**src/rtl/ws281x_pkg.sv**
```systemverilog
// Shared types and constants for the WS281x bit feeder.
package ws281x_pkg;

  localparam int GRB_BITS  = 24;
  localparam int GRBW_BITS = 32;

  // Default latch period, about 80 us at a 50 MHz clock.
  localparam logic [15:0] RST_CNT_DEF = 16'd4000;

  typedef enum logic [2:0] {
    IDLE,
    SEND,
    WAIT,
    NEXT,
    LATCH
  } state_t;

endpackage

```
**src/rtl/ws281x_bit_feeder_if.sv**
```systemverilog
// Pixel-side handshake and encoder-side bit handshake of the WS281x bit feeder.
interface ws281x_bit_feeder_if
  import ws281x_pkg::*;
#(
  parameter int PIX_BITS = GRB_BITS,
  parameter int RST_W    = 16
);
  // Pixel words move on a clock edge where pix_valid_in & pix_ready_out are both
  // high. Once pix_valid_in is raised, the source holds data/last until that edge.
  logic                pix_valid_in;
  logic [PIX_BITS-1:0] pix_data_in;
  logic                pix_last_in;
  logic                pix_ready_out;
  logic [RST_W-1:0]    rst_cnt_in;
  logic                bit_rdy_out;
  logic                bit_data_out;
  logic                bit_done_in;
  logic                frame_done_out;
  logic                busy_out;

  modport slave (
    input  pix_valid_in, pix_data_in, pix_last_in, rst_cnt_in, bit_done_in,
    output pix_ready_out, bit_rdy_out, bit_data_out, frame_done_out, busy_out
  );

  modport master (
    output pix_valid_in, pix_data_in, pix_last_in, rst_cnt_in, bit_done_in,
    input  pix_ready_out, bit_rdy_out, bit_data_out, frame_done_out, busy_out
  );
endinterface

```
**src/rtl/ws281x_latch_timer.sv**
```systemverilog
// Loadable down-counter that parks at 1 and flags that terminal value.
module ws281x_latch_timer
  import ws281x_pkg::*;
#(
  parameter int RST_W = 16
) (
  input  logic             clk_in,
  input  logic             rst_in,
  input  logic             load_in,
  input  logic [RST_W-1:0] load_val_in,
  input  logic             en_in,
  output logic             tc_out
);
  logic [RST_W-1:0] cnt_q, cnt_d;

  always_comb begin
    cnt_d = cnt_q;
    if (load_in) begin
      // A zero period still needs one cycle to raise the terminal pulse.
      cnt_d = (load_val_in == '0) ? RST_W'(1) : load_val_in;
    end else if (en_in && (cnt_q > RST_W'(1))) begin
      cnt_d = cnt_q - RST_W'(1);
    end
  end

  always_ff @(posedge clk_in or posedge rst_in) begin
    if (rst_in) cnt_q <= '0;
    else        cnt_q <= cnt_d;
  end

  assign tc_out = (cnt_q == RST_W'(1));

endmodule

```
**src/rtl/ws281x_bit_feeder.sv**
```systemverilog
// Serialises pixel words MSB-first into one-bit encoder requests, then
// holds the line idle for the latch period and pulses frame completion.
module ws281x_bit_feeder
  import ws281x_pkg::*;
#(
  parameter int PIX_BITS = GRB_BITS,
  parameter int RST_W    = 16
) (
  input  logic               clk_in,
  input  logic               rst_in,
  ws281x_bit_feeder_if.slave bus,
  output state_t             state_out
);
  localparam int IDX_W = (PIX_BITS > 1) ? $clog2(PIX_BITS) : 1;
  localparam logic [IDX_W-1:0] LAST_IDX = IDX_W'(PIX_BITS - 1);

  state_t              state_q, state_d;
  logic [PIX_BITS-1:0] shift_q, shift_d;
  logic [IDX_W-1:0]    idx_q, idx_d;
  logic                last_q, last_d;
  logic                pix_ready;
  logic                accept;
  logic                latch_load;
  logic                latch_en;
  logic                latch_tc;

  // Gated by reset so every output reads 0 while reset is held.
  assign pix_ready = ((state_q == IDLE) || (state_q == NEXT)) && !rst_in;
  assign accept    = bus.pix_valid_in && pix_ready;
  assign latch_en  = (state_q == LATCH);

  always_comb begin
    state_d    = state_q;
    shift_d    = shift_q;
    idx_d      = idx_q;
    last_d     = last_q;
    latch_load = 1'b0;
    case (state_q)
      IDLE, NEXT: begin
        if (accept) begin
          shift_d = bus.pix_data_in;
          last_d  = bus.pix_last_in;
          idx_d   = '0;
          state_d = SEND;
        end
      end
      SEND: state_d = WAIT;
      WAIT: begin
        if (bus.bit_done_in) begin
          if (idx_q != LAST_IDX) begin
            shift_d = shift_q << 1;
            idx_d   = idx_q + IDX_W'(1);
            state_d = SEND;
          end else if (last_q) begin
            latch_load = 1'b1;
            state_d    = LATCH;
          end else begin
            state_d = NEXT;
          end
        end
      end
      LATCH: begin
        if (latch_tc) state_d = IDLE;
      end
      default: state_d = IDLE;
    endcase
  end

  always_ff @(posedge clk_in or posedge rst_in) begin
    if (rst_in) begin
      state_q <= IDLE;
      shift_q <= '0;
      idx_q   <= '0;
      last_q  <= 1'b0;
    end else begin
      state_q <= state_d;
      shift_q <= shift_d;
      idx_q   <= idx_d;
      last_q  <= last_d;
    end
  end

  ws281x_latch_timer #(.RST_W(RST_W)) u_latch_timer (
    .clk_in      (clk_in),
    .rst_in      (rst_in),
    .load_in     (latch_load),
    .load_val_in (bus.rst_cnt_in),
    .en_in       (latch_en),
    .tc_out      (latch_tc)
  );

  assign bus.pix_ready_out  = pix_ready;
  assign bus.bit_rdy_out    = (state_q == SEND);
  assign bus.bit_data_out   = shift_q[PIX_BITS-1];
  assign bus.frame_done_out = latch_en && latch_tc;
  assign bus.busy_out       = (state_q != IDLE);
  assign state_out          = state_q;

endmodule

```
**src/flat_wrapper.sv**
```systemverilog
// flat-port wrapper written by rule: the top's interface ports become plain ports
module ws281x_bit_feeder_flat import ws281x_pkg::*;
#(
  parameter int PIX_BITS = GRB_BITS,
  parameter int RST_W    = 16
)
  (clk_in, rst_in, state_out, bus_pix_valid_in, bus_pix_data_in, bus_pix_last_in, bus_rst_cnt_in, bus_bit_done_in, bus_pix_ready_out, bus_bit_rdy_out, bus_bit_data_out, bus_frame_done_out, bus_busy_out);
  ws281x_bit_feeder_if #(.PIX_BITS(PIX_BITS), .RST_W(RST_W)) bus_i ();
  input  logic clk_in;
  input  logic rst_in;
  output state_t state_out;
  input wire logic [$bits(bus_i.pix_valid_in)-1:0] bus_pix_valid_in;
  input wire logic [$bits(bus_i.pix_data_in)-1:0] bus_pix_data_in;
  input wire logic [$bits(bus_i.pix_last_in)-1:0] bus_pix_last_in;
  input wire logic [$bits(bus_i.rst_cnt_in)-1:0] bus_rst_cnt_in;
  input wire logic [$bits(bus_i.bit_done_in)-1:0] bus_bit_done_in;
  output wire logic [$bits(bus_i.pix_ready_out)-1:0] bus_pix_ready_out;
  output wire logic [$bits(bus_i.bit_rdy_out)-1:0] bus_bit_rdy_out;
  output wire logic [$bits(bus_i.bit_data_out)-1:0] bus_bit_data_out;
  output wire logic [$bits(bus_i.frame_done_out)-1:0] bus_frame_done_out;
  output wire logic [$bits(bus_i.busy_out)-1:0] bus_busy_out;
  assign bus_i.pix_valid_in = bus_pix_valid_in;
  assign bus_i.pix_data_in = bus_pix_data_in;
  assign bus_i.pix_last_in = bus_pix_last_in;
  assign bus_i.rst_cnt_in = bus_rst_cnt_in;
  assign bus_i.bit_done_in = bus_bit_done_in;
  assign bus_pix_ready_out = bus_i.pix_ready_out;
  assign bus_bit_rdy_out = bus_i.bit_rdy_out;
  assign bus_bit_data_out = bus_i.bit_data_out;
  assign bus_frame_done_out = bus_i.frame_done_out;
  assign bus_busy_out = bus_i.busy_out;
  ws281x_bit_feeder #(.PIX_BITS(PIX_BITS), .RST_W(RST_W)) u_core (.clk_in(clk_in), .rst_in(rst_in), .bus(bus_i), .state_out(state_out));
endmodule
```
**config.mk**
```make
export PLATFORM = sky130hd
export DESIGN_NAME = ws281x_bit_feeder_flat
export DESIGN_NICKNAME = d
export VERILOG_FILES = /design/src/rtl/ws281x_pkg.sv /design/src/rtl/ws281x_bit_feeder_if.sv /design/src/rtl/ws281x_latch_timer.sv /design/src/rtl/ws281x_bit_feeder.sv /design/src/flat_wrapper.sv
export SDC_FILE = /design/constraint.sdc
export NUM_CORES = 1
export LEC_CHECK = 0
export ABC_AREA = 1
export ABC_CLOCK_PERIOD_IN_PS = 2200
export CAP_MARGIN = 20
export CORE_UTILIZATION = 45
export CTS_CLUSTER_SIZE = 8
export DETAILED_ROUTE_END_ITERATION = 10
export GPL_ROUTABILITY_DRIVEN = 0
export PLACE_DENSITY = 0.7
export SLEW_MARGIN = 20
export SYNTH_ARGS = -nofsm -noshare
export SYNTH_HDL_FRONTEND = slang
export SYNTH_SLANG_ARGS = --single-unit
```
**constraint.sdc**
```tcl
create_clock -name clk_in -period 2.2 [get_ports clk_in]
set_clock_uncertainty 0.2 [all_clocks]
set_input_delay 0.44 -clock clk_in [delete_from_list [all_inputs] [get_ports clk_in]]
set_output_delay 0.44 -clock clk_in [all_outputs]
set_load 0.02 [all_outputs]
```
Word-level counts from Yosys, hierarchy flattened
Index checks and enable logic that the tools add are counted.

storage, ports and cells
  bits of input ports = 45
  register bits = 49
  output and inout port bits = 8

operators by class
  mux-type cells = 21
  $add $sub $neg = 2
  reduce and logical (&&, ||, !) cells = 15
  eq/ne operators = 10
  $lt $le $gt $ge = 1

operators by type and width
  kind                                                             count
  two-way mux 24 bit                                               3
  two-way mux 16 bit                                               3
  one-hot mux 24 bit (2 select lines)                              1
  equality test 16 x 1 -> 1 bit (second input constant)            1
  greater-than comparator 16 x 1 -> 1 bit (second input constant)  1
  logical NOT 16 bit                                               1
  subtractor 16 x 1 -> 16 bit (second input constant)              1
  two-way mux 3 bit                                                5
  two-way mux 5 bit                                                3
  one-hot mux 3 bit (4 select lines)                               1
  one-hot mux 5 bit (2 select lines)                               1
  equality test 3 x 2 -> 1 bit (second input constant)             2
  adder 5 x 1 -> 5 bit (second input constant)                     1
  != test 5 bit (second input constant)                            1
  logical AND 1 bit                                                4
  two-way mux 1 bit                                                4
  != test 2 x 1 -> 1 bit (second input constant)                   2
  != test 2 bit (second input constant)                            2
  AND reduction 4 bit                                              1
  nonzero test 2 bit                                               2
  equality test 3 x 1 -> 1 bit (second input constant)             1
  equality test 3 bit (second input constant)                      1
  logical NOT 3 bit                                                1
  AND reduction 3 bit                                              1
  5 further kinds                                                  5

Logic depth before layout (Yosys ltp)
  depth in word-level cells = 6
  mapped depth = 11
  depth with buffers taken out = 10

By module
From an unflattened synthesis, not the netlist that was laid out.

second synthesis, totals
  cell total of the unflattened synthesis = 499
  area, all modules = 3335.7 um^2

by module, submodules not included
  module              times used  cells an instance  area each (um^2)  sequential area each (um^2)
  ws281x_bit_feeder   1           275                1933.1            825.8
  ws281x_latch_timer  1           224                1402.6            400.4

Least setup slack after synthesis
OpenSTA, ideal clock, no wires.

  path kind = input to register
  start point = in rst_in
  end point = reg u_core.shift_q[16]
  required time = 1878 ps
  stages = 7
  buffers on the path = 2
  setup time = 122 ps
  slack = -292 ps
  arrival = 2170 ps
  cell sequence = inv_1 a21o_1 nand3_2 buf_6 buf_8 nand2_1 o21ai_2

between the ends
  cells in the longest elaborated chain, start to end = 5

ends and longest elaborated chain
  element                           RTL line                 RTL
  from (decl)                       flat_wrapper.sv:10       input logic rst_in;
  logical NOT 1 bit                 ws281x_bit_feeder.sv:28  assign pix_ready = ((state_q == IDLE) || (state_q == NEXT)) && !rst_in;
  logical AND 1 bit                 ws281x_bit_feeder.sv:28
  logical AND 1 bit                 ws281x_bit_feeder.sv:29  assign accept = bus.pix_valid_in && pix_ready;
  != test 2 x 1 -> 1 bit (no line)  n/a
  AND reduction 4 bit (no line)     n/a
  to (signal assigned)              ws281x_bit_feeder.sv:77  shift_q <= shift_d;
  to (decl)                         ws281x_bit_feeder.sv:18  logic [PIX_BITS-1:0] shift_q, shift_d;

Every way passes these cells.
A chain may end at the register's enable or synchronous reset.

Final worst setup path
  start point = reg u_core.u_latch_timer.cnt_q[1]
  end point = out bus_frame_done_out

between the ends
  cells in the longest elaborated chain, start to end = 2

ends and longest elaborated chain
  element                        RTL line                  RTL
  from (decl)                    ws281x_latch_timer.sv:14  logic [RST_W-1:0] cnt_q, cnt_d;
  from (signal assigned)         ws281x_latch_timer.sv:28  else cnt_q <= cnt_d;
  equality test 16 x 1 -> 1 bit  ws281x_latch_timer.sv:31  assign tc_out = (cnt_q == RST_W'(1));
  logical AND 1 bit              ws281x_bit_feeder.sv:95   assign bus.frame_done_out = latch_en && latch_tc;
  to (decl)                      flat_wrapper.sv:20        output wire logic [$bits(bus_i.frame_done_out)-1:0] bus_frame_done_out;

Every way passes these cells.

==> impl.org <==
** Die
- In this run the horizontal extent of the chip is between 80 and 90 µm.
- For this configuration, the core starts out at a cell density of a little under half.
- Measured along the y axis, the die boundary spans 84.0 µm.
- Placeable Area :: between 6000 and 7000 µm²
- Floorplan die area :: 7060 µm²
- Num ports :: 53
- Row cnt :: 29

** STA
- The final hold violation count was 0.
- Peak clock frequency supported by timing :: 0.455 GHz
- The smallest clock period supported by the final layout is computed as 2200 ps.
- Setup repair after global routing could not meet its margin everywhere.
- Sum of negative setup slack :: 0 ps
- Final number of max-transition violations :: 0
- Slew at the pin closest to its max-slew limit :: about 620 ps
- Relative slew margins :: roughly three fifths
- Ratio of final minimum period to clock period :: between 90% and 100%
- Final setup violation count :: 0

** Clock tree
- Clk slew on worst S/H paths :: about 90 ps
- TritonCTS clock tree :: built
- Clock tree synthesis found a total of 49 sinks.
- Clock latency of the later-clocked register in the worst-skew pair :: 300 ps
- Clock tree synthesis selected as its root buffer the cell clkbuf_8.
- H-tree depth :: 2
- No sink is reached through more buffers than the 2 on the longest clock path.
- Clock tree synthesis inserted a total of 5 buffers.

** Place
- The HPWL after detailed placement is slightly above 5000 µm.
- Port Buf Inserts :: between 50 and 60
- Counting tap cells, the placed design contains a total of 560 instances.
- The placed instances occupy a cell area of between 3000 and 4000 µm².

** GRT
- Global routing usage on met3 :: around 3.5%
- Met1 Track Usage GR :: 28.3%
- Entering global routing, the biggest net connects 50 pins.
- The initial antenna violation count was 0.
- Met2 routing resource usage after global routing :: about 34%
- Combined global-route utilization of all metal layers :: between 20% and 30%
- The global routing stage identified its most utilized layer as met2.
- The total overflow left after global routing is 0.
- The number of global-route vias before repair is about 2600.
- The first global-routing pass estimated ~12000 µm of wire.

** Setup path
- Signal arrival time at the worst endpoint :: 1560 ps
- The endpoint identified for the worst register-to-register timing path is u_core.u_latch_timer.cnt_q[2].
- Origin of the worst setup path :: u_core.u_latch_timer.cnt_q[1]
- Data on the critical path is required at its endpoint by approximately 1600 ps.
- The worst setup path is of the flop to output port kind.
- Worst R2R Start :: u_core.u_latch_timer.cnt_q[0]
- The worst setup path is launched from a flop.
- STA classifies the critical path endpoint as an output port.
- The worst register-to-register path has a setup slack of between 100 and 150 ps.
- End point of the critical path :: bus_frame_done_out
- Along the worst path, the maximum fanout reaches 3.
- For the worst flop-to-flop path, the logic depth is 11.

** Detailed routing
- Pre-Repair DR Iteration Count :: 8
- After detailed routing, the number of vias per cell comes to 4.92.
- Post-detailed-route count of antenna-violating nets :: 0
- Avg WL per Cell :: 11.8 µm
- First-iteration detailed-routing DRC count :: between 200 and 250
- Routed Wire Length :: 6760 µm
- DRC Markers :: 6
- Across all layers, the routed design uses between 2000 and 3000 vias.

** Power and ir drop
- IR analysis of the VDD net gives a maximum drop of approximately 0.35 mV.
- The design draws 3.56 mW.
- Leakage Power :: 2.10 nW
- Cell area power density :: around 900 nW/µm²

** Finish
- Share of layout cells above drive strength 1 :: between 10% and 20%
- Cell area after layout :: slightly above 4000 µm²
- Count of inserted antenna diode cells :: 0
- The count of cells in the finished layout, fillers not included, comes to around 570.
- From synthesis to final layout, the design area changed by 32.9%.
- The final layout contains 541 nets.

** Status
- Run status :: finished with violations
- The checks that failed: design-rule violations.

** Synthesis
- For this run, the number of Yosys warnings is 0.
- In this run, synthesis produced a sequential element count of between 40 and 50.
- Cell types occupying the most area after synthesis :: dfrtp_1, nand2_1, mux2i_1
- The most used flip-flop cell after synthesis is dfrtp_1.
- Synthesis produced ~400 cells.
- The synthesized netlist occupies a cell area of between 3000 and 4000 µm².
- Counting every net in the synthesized netlist gives roughly 450.
- Sequential elements use 40.5% of the synthesized area.
- Dividing the synthesized area by the synthesized cell count gives 7.47 µm².
- EDFF count, synth :: 0
- Number of different library cells in the post-synthesis netlist :: 33
- Async set or reset register ratio after synthesis :: between 90% and 100%
- Cell type with the largest total area after synthesis :: dfrtp_1
- Library cell with the highest instance count after synthesis :: nand2_1
- Area fraction of the dominant cell type after synthesis :: approximately 41%
- Top post-synthesis cells by count :: nand2_1, dfrtp_1, nor2_1

** Hold path
- The min-delay analysis places its worst path in the category flop to flop.
- In this run the most critical hold path is launched from u_core.shift_q[21].
- Cell count of the worst hold path :: 2

** Job
- Number of maximum-capacitance violations :: 0
-- cell type report --
| cell class | count | area (µm²) |
|---|---|---|
| Clock buffer | 6 | 72.6 |
| Clock inverter | 2 | 13.8 |
| Fill cell | 577 | 2400 |
| Inverter | 38 | 154 |
| Multi-Input combinational cell | 307 | 1620 |
| Sequential cell | 49 | 1230 |
| Tap cell | 77 | 96.3 |
| Timing Repair Buffer | 92 | 836 |
-- metal layers --
| metal | part of all wire (%) | wire length, µm |
|---|---|---|
| met3 | 5.1 | 344 |
| met4 | 1.1 | 74 |
| met2 | 47 | 3180 |
| met5 | 0 | 0 |
| met1 | 47 | 3150 |
-- critical path, cell delays in order, from the launching register on --
cell     delay, ps
dfrtp_1        400
inv_2           90
ha_4           130
nand2_2         50
nor2_2         100
nand2_2         90
nor4_2         220
buf_4          180
-- how the worst min path moves through the flow --
stage,endpoint,slack [ps]
6_report,u_core.shift_q[21],280
2_1_floorplan,u_core.shift_q[0],240
5_1_grt,u_core.shift_q[19],310
3_3_place_gp,u_core.shift_q[17],260
4_1_cts,u_core.shift_q[0],290
3_5_place_dp,u_core.shift_q[21],270
-- repair_timing --
item	in CTS	in global routing
hold buffers	0	0
buffers inserted	0	3
gates cloned	0	0
pin swaps	0	5
setup endpoints to repair	4	16
gates resized for setup	10	24
-- flip-flops by register name (all words and copies together) (netlist names) --
signal and count:
u_core.shift_q 24, u_core.last_q 1, u_core.idx_q 5, u_core.state_out 3, u_core.u_latch_timer.cnt_q 16
-- power breakdown --
group	switching (mW)	leakage [nW]	internal, mW
Clock	0.302	0.0456	0.227
Sequential	0.163	0.621	1.18
Combinational	0.934	1.43	0.754
-- layout by cell type, fill, tap and decap left out, types with 2 or more instances in the layout --
master	Yosys	routed
nand2_1	146	144
nand3_2	4	4
clkdlybuf4s50_1	0	48
dfrtp_2	0	2
or2_2	3	3
xor2_1	4	4
nor2_1	40	34
clkbuf_8	0	5
dlygate4sd2_1	0	2
inv_2	2	3
nand2_2	3	4
mux2i_1	23	23
ha_4	0	2
nor2_2	1	6
o21ai_1	9	9
o21ai_2	11	11
inv_1	35	32
dfrtp_1	49	47
a21oi_1	4	4
buf_12	0	2
o21ai_0	15	15
nand3_1	31	31
buf_4	1	39
-- logic make-up after synthesis --
logic type               Yosys count  synth area share (%)
XOR/XNOR                           4                  1.16
flip-flops                        49                  40.5
AND/OR/NAND/NOR                  234                  32.7
adder cells (fa/ha/maj)            3                  1.24
multiplexers                      23                  7.61
AO/OA/AOI/OAI                     43                  8.81
buffers and inverters             49                  7.98
-- metrics by stage --
| stage | worst slack (ps) | utilization (%) | hold WS [ps] |
|---|---|---|---|
| 3_3_place_gp | -192 | 60.0 | 265 |
| 6_report | 4.35 | 62.6 | 285 |
| 5_1_grt | -115 | 62.6 | 313 |
| 4_1_cts | -72.0 | 61.3 | 290 |
| 3_5_place_dp | -186 | 60.0 | 268 |
| 2_1_floorplan | -10.2 | - | 241 |
Note: power is estimated with default switching activity, not from simulation.
==> edit 1, RTL diff (same settings) <==
Reset style: synchronous (`rst_in`), changed in 2 clocked blocks.
--- a/src/rtl/ws281x_latch_timer.sv
+++ b/src/rtl/ws281x_latch_timer.sv
@@ -23,7 +23,7 @@
     end
   end
 
-  always_ff @(posedge clk_in or posedge rst_in) begin
+  always_ff @(posedge clk_in) begin
     if (rst_in) cnt_q <= '0;
     else        cnt_q <= cnt_d;
   end
--- a/src/rtl/ws281x_bit_feeder.sv
+++ b/src/rtl/ws281x_bit_feeder.sv
@@ -66,7 +66,7 @@
     endcase
   end
 
-  always_ff @(posedge clk_in or posedge rst_in) begin
+  always_ff @(posedge clk_in) begin
     if (rst_in) begin
       state_q <= IDLE;
       shift_q <= '0;
Behaviour: differs if rst_in is asserted again (counterexample within 4 cycles, from zero or initial values and one cycle with rst_in high); with rst_in held inactive, the same outputs for 10 cycles.
==> edit 1 against the original RTL <==
The run still ends with design-rule violations left. Largest cell class unchanged. Design area down 2.6%. Worst setup slack improved by 0.10 ns. Synthesized area decreased by 0.41%. Register-to-register slack improved by 0.07 ns. Routed wire length grew 15%. Count of clock-buffer cells in the layout stayed put. Sequential cell count unchanged. Clock power about the same. Total power increased by 32%. Combinational power up 69%. Synthesized cell count rose by 29%. Via count rose by 19%. First-iteration DRC count down 24%.
==> edit 1: results (changes against the original RTL) <==
| Metric | Value |
|---|---|
| Status | finished, violations left |
| Failing checks | design-rule violations |
| Synth Area in Adders | 1.245% (+0.0051 points) |
| Nets | 650 (+20%) |
| All-Layer GR Usage | 22.70% (+2.1 points) |
| Clock power frac | 11.3% (-3.6 points) |
| WP data arrival | 1.46 ns (-0.10 ns) |
| Placed Area | 3819 µm² (-0.91%) |
| Largest net degree at the start of global routing | 28 (-44%) |
| Hold Startpoint | u_core.shift_q[18]$_SDFFE_PP0P_ |
| P_int | 2.524 mW (+17%) |
| Largest delay contributor family on the critical path | simple AND/OR/NAND/NOR gates |
| Max_slew headroom | 70.10% (+11 points) |
| Max stage delay on crit path | 0.33 ns (-0.07 ns) |
| Met3 usage | 3.956% (+0.49 points) |
| Mux contribution to synthesized area | 0% (-7.6 points) |
| XOR/XNOR Fraction of Synth Area | 0.8717% (-0.29 points) |
| Worst path slowest cell | dfxtp_1 |
| Post-DP HPWL | 5806 µm (+15%) |
| Reg-to-reg endpoint | u_core.u_latch_timer.cnt_q[9]$_SDFFE_PP0P_ |
| Most area-consuming cells after synthesis | dfxtp_1 (33%), nand2_1 (30%), nor2_1 (9.5%) |
| DRC | 8 (+2) |
| 1st-pass router iterations | 7 (-1) |
| Syn_area_per_cell | 5.763 µm² (-23%) |
| Met2 Use GR | 39.27% (+5.4 points) |
| Count of cell types in the netlist | 29 (-12%) |
| Synth Area in Compound Gates | 7.680% (-1.1 points) |
| DRT iter0 DRCs | 163 (-24%) |
| RR Startpoint | u_core.idx_q[0]$_SDFFE_PP0P_ |
| Global-route wire length before repair | 13,100 µm (+12%) |
| Synth top cells by count | nand2_1 (240), nor2_1 (76), dfxtp_1 (49) |
| Worst hold slack | 0.2697 ns (-0.01521 ns) |
| Worst setup path startpoint | u_core.u_latch_timer.cnt_q[1]$_SDFFE_PP0P_ |
| Vias | 3,342 (+19%) |
| Worst Hold Path EP | u_core.shift_q[18]$_SDFFE_PP0P_ |
| Synthesized Nets | 571 (+26%) |
| Inst Count DP | 672 (+20%) |
| WL per Instance | 11.40 µm (-3.6%) |
| Vias in the first global route | 3,067 (+18%) |
| Worst r2r path cells | 9 (-2) |
| Synth async-reset ratio | 0% (-100 points) |
-- edit 1: changes by cell type after synthesis, moves of 3 or more --
cell / delta
mux2i_1: -23
nand2_1: +94
dfxtp_1: +49
buf_4: +4
buf_2: +4
a21oi_1: +29
nor3_1: +3
clkbuf_1: +5
o21ai_0: -8
o21ai_1: -9
o21ai_2: -10
nor2_2: +3
dfrtp_1: -49
nor2_1: +36
-- edit 1: repair_timing --
item                                    CTS  global route
resized for setup                         9             7
endpoints found under the hold margin     0             0
endpoints found under the setup margin    3             3
setup buffers                             0             0
pin swaps                                 0             2
gates cloned                              0             0
-- edit 1: logic make-up (layout without fill, tap and decap cells) --
logic type / Yosys count / in the layout
fa+ha+maj: 3 / 3
buf+inv: 57 / 137
xor+xnor: 3 / 3
simple gates: 367 / 367
compound gates: 44 / 44
flops: 49 / 49
-- edit 1: metrics by stage --
stage                     setup TNS, ns  power, mW  worst slack, ns
after floorplan                       0      3.314           0.1546
after global placement         -0.08490      4.104         -0.07854
after detailed placement        -0.1502      4.154          -0.1377
after CTS                             0      4.683         0.003324
after global routing           -0.03999      5.162         -0.03999
final                                 0      4.681           0.1043
-- edit 1: layer usage --
| metal | share of wire [%] | wire length [µm] |
|---|---|---|
| met1 | 46 | 3570 |
| met2 | 47 | 3613 |
| met3 | 5.9 | 457 |
| met4 | 1.4 | 111 |
| met5 | 0 | 0 |
-- edit 1: layout make-up --
class	count	area, µm²	area share [%]
clock buffers	6	72.57	1.854
clock inverters	2	15.01	0.3835
inverters	37	138.9	3.547
multi-input cells	417	1785	45.61
flip-flops and latches	49	982.2	25.09
well taps	77	96.34	2.461
repair buffers	92	824.5	21.06
==> edit 2, RTL diff (config.mk and constraints unchanged) <==
Made on the original files. `RST_W` is set to 16 in 4 places; all go to 12.
--- a/src/rtl/ws281x_bit_feeder_if.sv
+++ b/src/rtl/ws281x_bit_feeder_if.sv
@@ -3,7 +3,7 @@
   import ws281x_pkg::*;
 #(
   parameter int PIX_BITS = GRB_BITS,
-  parameter int RST_W    = 16
+  parameter int RST_W    = 12
 );
   // Pixel words move on a clock edge where pix_valid_in & pix_ready_out are both
   // high. Once pix_valid_in is raised, the source holds data/last until that edge.
--- a/src/rtl/ws281x_latch_timer.sv
+++ b/src/rtl/ws281x_latch_timer.sv
@@ -2,7 +2,7 @@
 module ws281x_latch_timer
   import ws281x_pkg::*;
 #(
-  parameter int RST_W = 16
+  parameter int RST_W = 12
 ) (
   input  logic             clk_in,
   input  logic             rst_in,
--- a/src/rtl/ws281x_bit_feeder.sv
+++ b/src/rtl/ws281x_bit_feeder.sv
@@ -4,7 +4,7 @@
   import ws281x_pkg::*;
 #(
   parameter int PIX_BITS = GRB_BITS,
-  parameter int RST_W    = 16
+  parameter int RST_W    = 12
 ) (
   input  logic               clk_in,
   input  logic               rst_in,
--- a/src/flat_wrapper.sv
+++ b/src/flat_wrapper.sv
@@ -2,7 +2,7 @@
 module ws281x_bit_feeder_flat import ws281x_pkg::*;
 #(
   parameter int PIX_BITS = GRB_BITS,
-  parameter int RST_W    = 16
+  parameter int RST_W    = 12
 )
   (clk_in, rst_in, state_out, bus_pix_valid_in, bus_pix_data_in, bus_pix_last_in, bus_rst_cnt_in, bus_bit_done_in, bus_pix_ready_out, bus_bit_rdy_out, bus_bit_data_out, bus_frame_done_out, bus_busy_out);
   ws281x_bit_feeder_if #(.PIX_BITS(PIX_BITS), .RST_W(RST_W)) bus_i ();
Interface: changed (resized bus_rst_cnt_in); port bits go from 53 to 49. No check against the original RTL was run, so the function may have changed too.
==> edit 2 against the original RTL <==
Routed wire length fell by 14%. Cell count fell by 12%. Design area down 9.9%. Worst setup slack better by 0.018 ns. Synthesized area is 9.0% lower. Sequential cell count decreased by 4. Via count shrank 13%. Critical path type unchanged. Critical endpoint unchanged.
Power is not compared: it rests on default switching activity, and its combinational part moved more than twofold at a synthesized area within 25%.
==> edit 2: results (changes against the original RTL) <==
| Metric | Value |
|---|---|
| Register area | 1127 µm² (-8.2%) |
| Most area-consuming cells after synthesis | dfrtp_1 (41%), nand2_1 (17%), mux2i_1 (8.4%) |
| Clock-cell share | 2.590% (+0.44 points) |
| Synth top cells by count | nand2_1 (124), dfrtp_1 (45), nor2_1 (30) |
| Largest net degree at the start of global routing | 46 (-8.0%) |
| Vias | 2,453 (-13%) |
| Hold Startpoint | u_core.shift_q[5]$_DFFE_PP0P_ |
| Placed Area | 3475 µm² (-9.8%) |
| DRT iter0 DRCs | 139 (-35%) |
| Post-DP HPWL | 4250 µm (-16%) |
| Worst Hold Path EP | u_core.shift_q[5]$_DFFE_PP0P_ |
| Seq/Total Area, Yosys | 40.89% (+0.38 points) |
| Clock buffer cells | 5 (-1) |
| Vias in the first global route | 2,296 (-12%) |
| Die area | 6437 µm² (-8.8%) |
| Slew @ Worst Pin | 0.2631 ns (-0.3543 ns) |
| Pre-CTS setup slack | -0.2061 ns (-0.01998 ns) |
| 1st-pass router iterations | 4 (-4) |
| IO Port Bufs | 48 (-7.7%) |
| Multi-input gates | 263 (-14%) |
| WL per Instance | 11.60 µm (-1.9%) |
| Status | completed |
| Worst Slack Setup Final | 0.02269 ns (+0.01834 ns) |
| All-Layer GR Usage | 19.36% (-1.2 points) |
| Global-route wire length before repair | 9867 µm (-16%) |
| Regs by FF count | u_core.shift_q (24), u_core.u_latch_timer.cnt_q (12), u_core.idx_q (5) |
| Non-CTS buffers | 79 (-14%) |
| Nets | 468 (-13%) |
| Fill count | 549 (-4.9%) |
| Multi-input combinational area share | 39.78% (-0.51 points) |
| Non-clk buf share | 20.82% (+0.038 points) |
| Yosys reg bits | 45 (-8.2%) |
| Synthesized Nets | 392 (-13%) |
| Reg2Reg Setup Slack | 0.21 ns (+0.08 ns) |
| Share of cells above drive strength 1 | 20.24% (+1.4 points) |
-- edit 2: cell types whose count changed in the layout (fill, tap and decap cells not counted), moves of 3 or more --
cell,unedited run,this run
inv_1,32,23
nor2_2,6,3
buf_4,39,28
nand2_1,144,121
clkdlybuf4s50_1,48,45
nand3_1,31,20
o21ai_1,9,3
nor2_1,34,27
o21ai_2,11,18
dfrtp_1,47,44
-- edit 2: cell families after synthesis --
family | Yosys count | synth area share (%)
xor+xnor | 3 | 0.9543
fa+ha+maj | 3 | 1.363
simple gates | 193 | 29.99
buf+inv | 40 | 8.496
flops | 45 | 40.89
compound gates | 41 | 9.950
mux | 23 | 8.360
-- edit 2: stage by stage --
stage,std cells,hold WS [ns],utilization (%)
floorplan,348,0.2416,-
global placement,490,0.2571,58.69
detailed placement,490,0.2581,58.69
CTS,498,0.2782,60.16
global route,500,0.3159,61.20
finish,500,0.2916,61.20
-- edit 2: per-layer routing --
| layer | GRT usage (%) | vias to the layer above | share of wire (%) |
|---|---|---|---|
| met4 | 6.071 | 0 | 1.2 |
| met1 | 26.84 | 1129 | 48 |
| met3 | 2.045 | 7 | 3.7 |
| li1 | - | 1264 | - |
| met2 | 31.62 | 53 | 47 |
| met5 | 0 | - | 0 |
-- edit 2: worst max-delay path: stages, from the launching register on --
cell and delay, ns:
dfrtp_1 0.39, inv_2 0.08, ha_4 0.12, nand2_2 0.05, nor2_2 0.11, nand2_2 0.10, nor4_4 0.21, buf_4 0.18
-- edit 2: power by group through the flow --
stage	clock [mW]	combinational, mW	sequential, mW
global placement	0	0.121	0.845
CTS	0.552	0.123	0.829
floorplan	0	0.0323	0.845
finish	0.533	0.121	0.829
detailed placement	0	0.122	0.845
global route	0.578	0.133	0.829
